==> src/rtl/ram_loader_pkg.sv <==
// -----------------------------------------------------------------------------
// ram_loader_pkg
// Shared definitions for the program-image loader: default RAM geometry,
// loader state encoding and small decode helpers used by the loader top.
// -----------------------------------------------------------------------------
package ram_loader_pkg;

  // Default RAM geometry: 8K words of 16 bits.
  localparam int ADDR_W_DEF = 13;
  localparam int DATA_W_DEF = 16;

  // Loader sequencing states.
  typedef enum logic [2:0] {
    ST_IDLE  = 3'd0,
    ST_LOAD  = 3'd1,
    ST_FLUSH = 3'd2,
    ST_RUN   = 3'd3,
    ST_ERR   = 3'd4
  } state_t;

  // True while the loader owns the RAM port and accepts stream words.
  function automatic logic isLoadState(input state_t st);
    return (st == ST_LOAD);
  endfunction

  // True while the CPU owns the RAM port.
  function automatic logic isRunState(input state_t st);
    return (st == ST_RUN);
  endfunction

endpackage

==> src/rtl/ram_loader_ram_port_mux.sv <==
// -----------------------------------------------------------------------------
// ram_port_mux
// Combinational selector for the single RAM port. When runSel is high the CPU
// drives the RAM directly; otherwise the loader-side request is forwarded.
// Ports:
//   runSel                       - 1: CPU side owns the port
//   cpuAddr/cpuData/cpuWe        - CPU-side request
//   loadAddr/loadData/loadWe     - loader-side request
//   ramAddr/ramData/ramWe        - selected request toward the RAM
// -----------------------------------------------------------------------------
module ram_port_mux #(
  parameter int ADDR_W = 13,
  parameter int DATA_W = 16
) (
  input  logic              runSel,
  input  logic [ADDR_W-1:0] cpuAddr,
  input  logic [DATA_W-1:0] cpuData,
  input  logic              cpuWe,
  input  logic [ADDR_W-1:0] loadAddr,
  input  logic [DATA_W-1:0] loadData,
  input  logic              loadWe,
  output logic [ADDR_W-1:0] ramAddr,
  output logic [DATA_W-1:0] ramData,
  output logic              ramWe
);

  assign ramAddr = runSel ? cpuAddr : loadAddr;
  assign ramData = runSel ? cpuData : loadData;
  assign ramWe   = runSel ? cpuWe   : loadWe;

endmodule

==> src/rtl/ram_loader.sv <==
// -----------------------------------------------------------------------------
// ram_loader
// Streams a program image into a single-port RAM while holding the CPU in
// reset, then releases the CPU and hands it the RAM port. A reload request in
// RUN or ERR restarts loading from address 0.
// Ports:
//   clk, rst                     - clock, asynchronous active-high reset
//   s_valid/s_ready/s_data/s_last- load stream (ready only while loading)
//   reload                       - single-cycle reload request (RUN/ERR only)
//   cpu_addr/cpu_data/cpu_wrEn   - CPU RAM request, forwarded in RUN
//   cpu_rst                      - registered reset into the CPU
//   ram_addr/ram_data/ram_we     - the single RAM port
//   done                         - image loaded, CPU running
//   err                          - image longer than the RAM
//   word_count                   - words accepted in the current load
// -----------------------------------------------------------------------------
module ram_loader
  import ram_loader_pkg::*;
#(
  parameter int ADDR_W = ADDR_W_DEF,
  parameter int DATA_W = DATA_W_DEF
) (
  input  logic              clk,
  input  logic              rst,
  input  logic              s_valid,
  output logic              s_ready,
  input  logic [DATA_W-1:0] s_data,
  input  logic              s_last,
  input  logic              reload,
  input  logic [ADDR_W-1:0] cpu_addr,
  input  logic [DATA_W-1:0] cpu_data,
  input  logic              cpu_wrEn,
  output logic              cpu_rst,
  output logic [ADDR_W-1:0] ram_addr,
  output logic [DATA_W-1:0] ram_data,
  output logic              ram_we,
  output logic              done,
  output logic              err,
  output logic [ADDR_W:0]   word_count
);

  // Last RAM address; an accepted non-final word here means overflow.
  localparam logic [ADDR_W-1:0] PTR_MAX = {ADDR_W{1'b1}};
  // word_count saturates at the RAM depth.
  localparam logic [ADDR_W:0]   WC_MAX  = {1'b1, {ADDR_W{1'b0}}};

  state_t              state_r;
  logic [ADDR_W-1:0]   loadPtr_r;
  logic [ADDR_W:0]     wordCount_r;
  logic                cpuRst_r;
  logic                done_r;
  logic                err_r;

  logic                loadSel_s;
  logic                runSel_s;
  logic                accept_s;
  logic [ADDR_W:0]     wcNext_s;
  logic [ADDR_W-1:0]   loadAddr_s;
  logic [DATA_W-1:0]   loadData_s;

  // Ready is a pure state decode so a word can be written in the cycle it is offered.
  assign loadSel_s = isLoadState(state_r);
  assign runSel_s  = isRunState(state_r);
  assign accept_s  = s_valid && loadSel_s;
  assign wcNext_s  = (wordCount_r == WC_MAX) ? WC_MAX
                                             : (wordCount_r + {{ADDR_W{1'b0}}, 1'b1});

  // Outside LOAD the loader side still presents the CPU address but never writes,
  // so CPU writes are discarded in IDLE, FLUSH and ERR.
  assign loadAddr_s = loadSel_s ? loadPtr_r : cpu_addr;
  assign loadData_s = loadSel_s ? s_data    : cpu_data;

  // Sequencer: state, load pointer, word counter and registered status outputs.
  always_ff @(posedge clk or posedge rst) begin
    if (rst) begin
      state_r     <= ST_IDLE;
      loadPtr_r   <= {ADDR_W{1'b0}};
      wordCount_r <= {(ADDR_W+1){1'b0}};
      cpuRst_r    <= 1'b1;
      done_r      <= 1'b0;
      err_r       <= 1'b0;
    end else begin
      case (state_r)
        ST_IDLE: begin
          state_r     <= ST_LOAD;
          loadPtr_r   <= {ADDR_W{1'b0}};
          wordCount_r <= {(ADDR_W+1){1'b0}};
          cpuRst_r    <= 1'b1;
          done_r      <= 1'b0;
          err_r       <= 1'b0;
        end
        ST_LOAD: begin
          cpuRst_r <= 1'b1;
          done_r   <= 1'b0;
          if (accept_s) begin
            wordCount_r <= wcNext_s;
            if (s_last) begin
              state_r <= ST_FLUSH;
            end else if (loadPtr_r == PTR_MAX) begin
              // Pointer is held at the top; it must never wrap onto address 0.
              state_r <= ST_ERR;
              err_r   <= 1'b1;
            end else begin
              loadPtr_r <= loadPtr_r + {{(ADDR_W-1){1'b0}}, 1'b1};
            end
          end
        end
        ST_FLUSH: begin
          // cpu_rst drops together with the move to RUN.
          state_r  <= ST_RUN;
          cpuRst_r <= 1'b0;
          done_r   <= 1'b1;
        end
        ST_RUN: begin
          if (reload) begin
            // CPU goes back into reset on the same edge LOAD is entered.
            state_r     <= ST_LOAD;
            loadPtr_r   <= {ADDR_W{1'b0}};
            wordCount_r <= {(ADDR_W+1){1'b0}};
            cpuRst_r    <= 1'b1;
            done_r      <= 1'b0;
          end
        end
        ST_ERR: begin
          if (reload) begin
            state_r     <= ST_LOAD;
            loadPtr_r   <= {ADDR_W{1'b0}};
            wordCount_r <= {(ADDR_W+1){1'b0}};
            err_r       <= 1'b0;
          end
        end
        default: begin
          state_r     <= ST_IDLE;
          loadPtr_r   <= {ADDR_W{1'b0}};
          wordCount_r <= {(ADDR_W+1){1'b0}};
          cpuRst_r    <= 1'b1;
          done_r      <= 1'b0;
          err_r       <= 1'b0;
        end
      endcase
    end
  end

  assign s_ready    = loadSel_s;
  assign cpu_rst    = cpuRst_r;
  assign done       = done_r;
  assign err        = err_r;
  assign word_count = wordCount_r;

  ram_port_mux #(
    .ADDR_W (ADDR_W),
    .DATA_W (DATA_W)
  ) u_ramPortMux (
    .runSel   (runSel_s),
    .cpuAddr  (cpu_addr),
    .cpuData  (cpu_data),
    .cpuWe    (cpu_wrEn),
    .loadAddr (loadAddr_s),
    .loadData (loadData_s),
    .loadWe   (accept_s),
    .ramAddr  (ram_addr),
    .ramData  (ram_data),
    .ramWe    (ram_we)
  );

endmodule

==> config.mk <==
export PLATFORM = sky130hd
export DESIGN_NAME = ram_loader
export DESIGN_NICKNAME = d
export VERILOG_FILES = /design/src/rtl/ram_loader_pkg.sv /design/src/rtl/ram_loader_ram_port_mux.sv /design/src/rtl/ram_loader.sv
export SDC_FILE = /design/constraint.sdc
export NUM_CORES = 1
export LEC_CHECK = 0
export BUFFER_PORTS_ARGS = -buffer_cell sky130_fd_sc_hd__buf_2
export CAP_MARGIN = 10
export CORE_ASPECT_RATIO = 1.2
export CORE_MARGIN = 10
export CORE_UTILIZATION = 46
export DETAILED_ROUTE_END_ITERATION = 10
export PLACE_DENSITY = 0.77
export SYNTH_ARGS = -nofsm -noshare
export SYNTH_HDL_FRONTEND = slang
export SYNTH_SLANG_ARGS = --single-unit
==> constraint.sdc <==
create_clock -name clk -period 3.7 [get_ports clk]
set_clock_uncertainty 0.05 [all_clocks]
set_input_delay 0.74 -clock clk [delete_from_list [all_inputs] [get_ports clk]]
set_output_delay 0.74 -clock clk [all_outputs]
set_load 0.02 [all_outputs]
# Word-level counts from Yosys, hierarchy flattened
# Cells that the tools add are included.
# totals
output_inout_bits	48
reg_bits	33
elab_cells	61
in_bits	51
# classes
n_eq_ne	14
reduce_logical	9
mux	27
n_addsub	2
n_bitwise	3
# op_table
op	n
two-way mux 13 bit	6
two-way mux 14 bit	3
case mux 14 bit (3 select lines)	1
case mux 13 bit (3 select lines)	1
two-way mux 16 bit	2
adder 14 x 1 -> 14 bit, second input constant	1
equality test 14 bit, second input constant	1
adder 13 x 1 -> 13 bit, second input constant	1
equality test 13 bit, second input constant	1
two-way mux 3 bit	4
case mux 3 bit (4 select lines)	1
AND reduction 5 bit	2
case mux 1 bit (3 select lines)	3
inequality test 2 bit, second input constant	4
equality test 3 x 2 -> 1 bit, second input constant	2
two-way mux 1 bit	6
inequality test 2 x 1 -> 1 bit, second input constant	3
AND reduction 3 bit	2
OR reduction 2 bit	2
equality test 3 x 1 -> 1 bit, second input constant	1
equality test 3 bit, second input constant	1
logical NOT 3 bit	1
inequality test 3 x 2 -> 1 bit, second input constant	1
inverter 1 bit	3
other kinds (2)	2

# Longest topological paths before layout
# Gate-level depths: netlist of run 1.
# depth
ltp_word	5
ltp_mapped	9
depth_no_buf	7

# Modules after synthesis
# From an unflattened synthesis of run 1, not the netlist that was laid out.
# hier_totals
cells_unflattened	347
hier_area_um2	2904.0
# by_module_without_submodules
mod	n_inst	seq_area_each_um2	cells_each	area_each_um2
ram_loader	1	827.0	314	2419.8
ram_port_mux	1	0.0	33	484.2

# Worst setup path after synthesis of run 1
# No wires, ideal clock.
# synth_timing
path_kind	flip-flop to output port
start	reg state_r[2]
end	out ram_addr[10]
stages_incl_launch_ff	8
arrival_ns	1.609
required_time_ns	2.910
setup_slack_ns	1.301
path_buffers	2
path_cell_list	dfrtp_1 > and2b_1 > nand2_2 > inv_2 > buf_2 > buf_1 > nand2_1 > nand2_1
# synth_between
elab_chain_cells	3
word_cells_on_any_way	4
# synth_lines
element	line_no	text
start: declaration	ram_loader.sv:47	state_t state_r;
start signal: assignment	ram_loader.sv:76	state_r <= ST_IDLE;
start signal: assignment	ram_loader.sv:85	state_r <= ST_LOAD;
start signal: assignment	ram_loader.sv:98	state_r <= ST_FLUSH;
equality test 3 x 1 -> 1 bit	ram_loader_pkg.sv:23	return (st == ST_LOAD);
named net s_ready	ram_loader.sv:26	output logic s_ready,
two-way mux 13 bit	ram_loader.sv:70	assign loadAddr_s = loadSel_s ? loadPtr_r : cpu_addr;
two-way mux 13 bit	ram_loader_ram_port_mux.sv:27	assign ramAddr = runSel ? cpuAddr : loadAddr;
end: declaration	ram_loader.sv:34	output logic [ADDR_W-1:0] ram_addr,
# The timed path passes the listed nets, and every way through them passes these cells.

# Final worst setup path of run 1
# layout_timing
start	reg state_r[2]
end	out ram_addr[1]
# layout_between
elab_chain_cells	3
word_cells_on_any_way	4
# layout_lines
element	line_no
equality test 3 x 1 -> 1 bit	ram_loader_pkg.sv:23
two-way mux 13 bit	ram_loader.sv:70
two-way mux 13 bit *	ram_loader_ram_port_mux.sv:27
# Mark *: on every way between the ends. The rest lies on a longest branch, timed or not.

==> metrics.cfg, run 1 <==
[timing]
hold_viol_final = 0
fin_crit_sh = 0.755
period_needed_ps = 2800
fin_ws_ps = 905
finalSetupViolCount = 0
hold_slack_ps = 449
finalSetupTns_ps = 0
rsz0062_at_grt = false
tightest_slew_ps = 603
final_max_slew_viol_count = 0
relSlewSlack = 0.598
fmax_mhz = 358

[detailed_routing]
wl_um = 6570
drc = 0
initialDrtViolationCount = 136
route.met3.wl_um = 676
dr.max_layer_used = met4
wl_met1_um = 2750
vias_per_cell = 5.42
firstDrtPassIters = 4
vias = 2529
met2_length_um = 3090
routedWlPerCell_um = 14.1
ant_nets = 0

[critical_path]
crit_buf_inv = 2
worstSetupStartpointType = register
cp-end-kind = primary output
required_ps = 2910
critPathKind = reg -> out
slowest_stage = dfrtp_1
crit_path_frequent_cell = nand2_1
crit_family = buffers and inverters
path_max_fanout = 38
cp.arrival_ps = 2010
cp_slowest_stage_delay_ps = 530
path_cells = and2b_1 -> nand2_2 -> inv_2 -> nand2_1 -> nand2_1 -> buf_2

[clocking]
postCtsHoldBufs = 0
cts_sinks = 33
h-tree-depth = 2
numCtsBuffers = 5
cts_tree = built
cts_setup_buffers = 0
cts-resized-gates = 0
clk_path_buf_depth = 2
clock-root-buffer = clkbuf_8
worstSkewPairLatency_ps = 290
clkTransAtPathRegs_ps = 80

[cells_and_area]
nets = 460
num_antenna_cells = 0
syn_to_final_growth_pct = 26.5
final_core_util = 0.598
layout-drive-gt1-share = 0.302
postLayoutCellArea_mm2 = 0.00295

[synth]
async_reset_ff_frac = 1.00
ys_ff_latch = 33
synth_ff_type = dfrtp_1
yosysSeqAreaShare = 0.354
syn_inst = 314
synth_top_cell_area_share = 0.343
synth_area_per_cell_um2 = 7.43
synth.largest_area_cell = dfrtp_1
yosysMostFrequentCell = nand2_1
ys_warn_count = 0
netlist_top_cells_area = dfrtp_1 34%, nand2_1 17%, o31ai_1 4.5%
synth_area_mm2 = 0.00233
synth_common_cells = 104 x nand2_1, 32 x dfrtp_1, 17 x nor2_1, 16 x o21ai_0, 14 x o31ai_1
synth.distinct_cells = 54
synth_top_family_by_area = simple AND/OR/NAND/NOR gates
muxShareOfSynthArea = 0
synth_edf_count = 0
synth_compound_area_frac = 0.217
synthSimpleGateAreaFrac = 0.339
synth_nets = 368
synthAdderAreaFrac = 0.0161
synth-xor-area-share = 0.0145

[floorplanning]
dieWidth_um = 85.0
initial_core_util = 0.472
io_pins = 99
die_h_um = 98.0
core-area_mm2 = 0.00494
die_area_mm2 = 0.00833
row_count = 28

[run_status]
status = complete, no violations

[power]
p_per_area_mw_per_mm2 = 431
p_leak_nw = 1.55
vdd_drop_max_v = 0.000243

[placed_design]
dp_slack_ps = 1160
dpl_cell_area_mm2 = 0.00283
numPortBuffers = 98
globalplace.congestion = 0.795
dp_hpwl_um = 4920

[grt]
track_usage = 0.157
grt_max_degree = 44
antenna_found_initial = 0
grt_overflow = 0
grt_pass1_vias = 2517
grt_pass1_wl_um = 11400

[run]
drv_cap = 0

[worst_hold_path]
hold_path_class = reg -> reg

==> sequential cells by signal, indices dropped and copies added (netlist names) <==
name / flops
done: 1
word_count: 14
state_r: 3
err: 1
loadPtr_r: 13
cpu_rst: 1
==> placed cells by master, fill, tap and decap left out, types with 3 or more instances in the layout <==
master and n:
ha_1 3, clkbuf_8 6, nand2_1 104, a21oi_1 12
dfrtp_1 32, and2_1 3, o21ai_1 5, nand3_1 9
a31oi_1 5, nand4_1 6, a21boi_0 5, buf_4 3
o31ai_1 14, inv_1 12, nor2_1 17, buf_2 98
nand2b_1 3, or3_1 6, o21ai_0 16, and3_1 5
nor3_1 4
==> layer usage <==
metal / track usage / up-vias
met1: 0.180 / 1158
met4: 0.0457 / 0
met5: 0 / -
met3: 0.0657 / 4
li1: - / 1270
met2: 0.260 / 97
==> worst reg2reg max path, stage by stage, from the launching register on <==
cell     delay (ps)
dfrtp_1         530
and2b_1         300
nand2_2          70
inv_2           450
nand2_1         200
nor3_2          420
nand4_1         190
o31ai_1         250
==> worst paths after layout <==
| kind | from | to | slack [ps] | cells after the start |
|---|---|---|---|---|
| min | loadPtr_r[6] | loadPtr_r[6] | 450 | 1 |
| max | state_r[2] | ram_addr[1] | 900 | 6 |
| min in group asynchronous | rst | word_count[6] | 490 | 3 |
| max in group asynchronous | rst | cpu_rst | 2770 | 3 |
| max reg2reg | state_r[2] | loadPtr_r[11] | 1140 | 7 |
| min reg2reg | loadPtr_r[6] | loadPtr_r[6] | 450 | 1 |
==> kinds of logic after synthesis <==
group,count (synthesis)
buf+inv,29
simple gates,170
xor+xnor,3
compound gates,76
flops,33
fa+ha+maj,3
==> power breakdown <==
group / leakage [nW] / total, mW / internal (mW) / switching [mW]
sequential: 0.448 / 0.430 / 0.388 / 0.0425
combinational: 1.05 / 0.485 / 0.167 / 0.318
clock: 0.0574 / 0.358 / 0.219 / 0.139
total: 1.55 / 1.27 / 0.774 / 0.500
==> through the flow <==
step	power [mW]	cells
2_1_floorplan	0.775	314
3_3_place_gp	0.919	459
3_5_place_dp	0.927	459
4_1_cts	1.29	467
5_1_grt	1.37	467
6_report	1.27	467
==> cell type report <==
class,instances,area [um2]
fill,441,1990
multi-input combinational,252,1370
sequential,33,827
timing repair buffer,101,513
clock buffer,6,82.6
tap,60,75.1
inverter,13,48.8
clock inverter,2,37.5
Note: power is estimated with default switching activity, not from simulation.
==> run 2, diff against run 1 <==
--- a/config.mk
+++ b/config.mk
@@ -9,9 +9,9 @@
 export CAP_MARGIN = 10
 export CORE_ASPECT_RATIO = 1.2
 export CORE_MARGIN = 10
-export CORE_UTILIZATION = 46
+export CORE_UTILIZATION = 44
 export DETAILED_ROUTE_END_ITERATION = 10
-export PLACE_DENSITY = 0.77
+export PLACE_DENSITY = 0.78
 export SYNTH_ARGS = -nofsm -noshare
 export SYNTH_HDL_FRONTEND = slang
 export SYNTH_SLANG_ARGS = --single-unit
==> constraint.sdc (replaced) <==
create_clock -name clk -period 2.44 [get_ports clk]
set_clock_uncertainty 0.05 [all_clocks]
set_input_delay 0.488 -clock clk [delete_from_list [all_inputs] [get_ports clk]]
set_output_delay 0.488 -clock clk [all_outputs]
set_load 0.02 [all_outputs]
==> metrics.cfg, run 2 (synthesis results as in run 1) <==
[run_status]
status = complete, no violations

[floorplanning]
dieWidth_um = 86.5  ; +1.7%
initial_core_util = 0.447  ; -0.0258
die_h_um = 99.8  ; +1.8%
io_pins = 99  ; unchanged
row_count = 29  ; +3.6%
core-area_mm2 = 0.00523  ; +5.8%
die_area_mm2 = 0.00863  ; +3.5%

[timing]
tightest_slew_ps = 475  ; -127 ps
rsz0062_at_grt = false
fin_crit_sh = 0.945
finalSetupTns_ps = 0  ; unchanged
finalSetupViolCount = 0  ; unchanged
period_needed_ps = 2310
fmax_mhz = 434
relSlewSlack = 0.681  ; +0.0838
hold_viol_final = 0  ; unchanged
final_max_slew_viol_count = 0  ; unchanged

[detailed_routing]
firstDrtPassIters = 4  ; unchanged
routedWlPerCell_um = 14.2  ; +0.63%
vias = 2544  ; +0.59%
wl_um = 6670  ; +1.5%
drc = 0  ; unchanged
ant_nets = 0  ; unchanged
vias_per_cell = 5.40  ; -0.26%
initialDrtViolationCount = 101  ; -26%

[grt]
antenna_found_initial = 0  ; unchanged
use_met3 = 0.0648  ; -0.000839
grt_overflow = 0  ; unchanged
grtUsageMet1 = 0.167  ; -0.0122
track_usage = 0.148  ; -0.00927
grt_max_degree = 44  ; unchanged
use_met2 = 0.247  ; -0.0129
grt_pass1_wl_um = 11000  ; -4.2%
grt_pass1_vias = 2424  ; -3.7%
grt-busiest-layer = met2

[cells_and_area]
syn_to_final_growth_pct = 26.5  ; about the same
largest_register_ff_count = 14  ; unchanged
layout_common_cells = 104 x nand2_1, 98 x buf_2, 32 x dfrtp_1, 17 x nor2_1, 16 x o21ai_0
fin_cells = 471  ; +0.86%
final_common_cell = nand2_1
nets = 463  ; +0.65%
layout-drive-gt1-share = 0.303  ; +0.000967
postLayoutCellArea_mm2 = 0.00295  ; about the same
num_antenna_cells = 0  ; unchanged

[power]
p_leak_nw = 1.56  ; +0.27%
vdd_drop_max_v = 0.000336  ; +38%
internal_power_mw = 1.08  ; +39%
total_power_mw = 1.82  ; +43%
seq_power_share = 0.361  ; +0.023
p_per_area_mw_per_mm2 = 618  ; +43%
switching_share = 0.408  ; +0.0160
power_switching_mw = 0.744  ; +49%
clock_power_share = 0.226  ; -0.055
power_frac_comb = 0.413  ; +0.032

[clocking]
worstSkewPairLatency_ps = 290  ; about the same
cts_sinks = 33  ; unchanged
postCtsHoldBufs = 0  ; unchanged
h-tree-depth = 2  ; unchanged
numCtsBuffers = 5  ; unchanged
clock-root-buffer = clkbuf_8
clk_path_buf_depth = 2  ; unchanged
clkTransAtPathRegs_ps = 70  ; about the same
cts_tree = built

[critical_path]
worstReg2RegStart = loadPtr_r[1]
cp-end-kind = primary output
reg2reg_depth = 6  ; -1
slowest_stage = dfrtp_1
crit_end = ram_data[7]
crit_path_frequent_cell = nand2_1
cp.arrival_ps = 1770  ; -240 ps
crit_start = state_r[2]
reg2reg_to = loadPtr_r[1]
required_ps = 1900  ; -1010 ps
worstSetupStartpointType = register
cp_slowest_stage_delay_ps = 470  ; -60 ps
r2r_slack_ps = 380  ; -760 ps
path_max_fanout = 12  ; -68%
path_cells = and2b_1 -> nand2_2 -> inv_2 -> buf_4 -> nand2_1 -> nand2_1 -> buf_2
critPathKind = reg -> out

[worst_hold_path]
hold_path_class = in -> async

[placed_design]
dp_hpwl_um = 5190  ; +5.4%
place_inst = 464  ; +1.1%
dpl_cell_area_mm2 = 0.00286  ; +0.88%
globalplace.congestion = 0.840  ; +5.6%
numPortBuffers = 98  ; unchanged

[run]
drv_cap = 0  ; unchanged

run 2: changes by cell type in the layout (fill, tap and decap cells not counted):
cell / previous run / this run
buf_4: 3 / 4
buf_6: 0 / 2
bufinv_16: 1 / 0
clkbuf_1: 0 / 1
clkinvlp_4: 1 / 0
run 2: worst min-delay path by stage:
| stage | cells past startpoint | from | end | slack, ps |
|---|---|---|---|---|
| finish | 3 | rst | word_count[1] | 240 |
| global route | 3 | rst | loadPtr_r[0] | 310 |
| CTS | 3 | rst | word_count[7] | 260 |
| detailed placement | 1 | err | err | 440 |
| global placement | 1 | err | err | 420 |
| floorplan | 1 | loadPtr_r[6] | loadPtr_r[6] | 410 |
run 2: layer usage:
| metal | vias to the layer above | wire [um] |
|---|---|---|
| li1 | 1276 | - |
| met1 | 1169 | 2710 |
| met2 | 96 | 3240 |
| met3 | 3 | 685 |
| met4 | 0 | 32 |
| met5 | - | 0 |
run 2: worst max-delay path: cells and delay by family (launching register included):
kind          cells  cell delay [ps]
buf+inv           3              530
flops             1              470
simple gates      4              480
run 2: cell type report:
| type | instances | area, um2 |
|---|---|---|
| fillers | 516 | 2270 |
| repair buffers | 104 | 543 |
| well taps | 62 | 77.6 |
| inverters | 13 | 48.8 |
| multi-input cells | 252 | 1370 |
| clock buffers | 7 | 86.3 |
| flip-flops and latches | 33 | 827 |
run 2: what timing repair did:
action / 4_1_cts / 5_1_grt
buffers inserted: 0 / 0
resized for setup: 0 / 2
setup endpoints to repair: 0 / 29
run 2: power groups by stage:
| stage | clock network (mW) | registers, mW | logic (mW) |
|---|---|---|---|
| floorplan | 0 | 0.678 | 0.497 |
| CTS | 0.424 | 0.656 | 0.757 |
| global placement | 0 | 0.663 | 0.741 |
| global route | 0.436 | 0.666 | 0.844 |
| finish | 0.413 | 0.658 | 0.752 |
| detailed placement | 0 | 0.666 | 0.753 |
run 2: per-stage QoR:
step	hold slack, ps	utilization	setup slack (ps)
2_1_floorplan	415	-	293
3_3_place_gp	422	0.547	406
3_5_place_dp	441	0.547	362
4_1_cts	263	0.563	47.3
5_1_grt	305	0.565	1.86
6_report	240	0.565	135
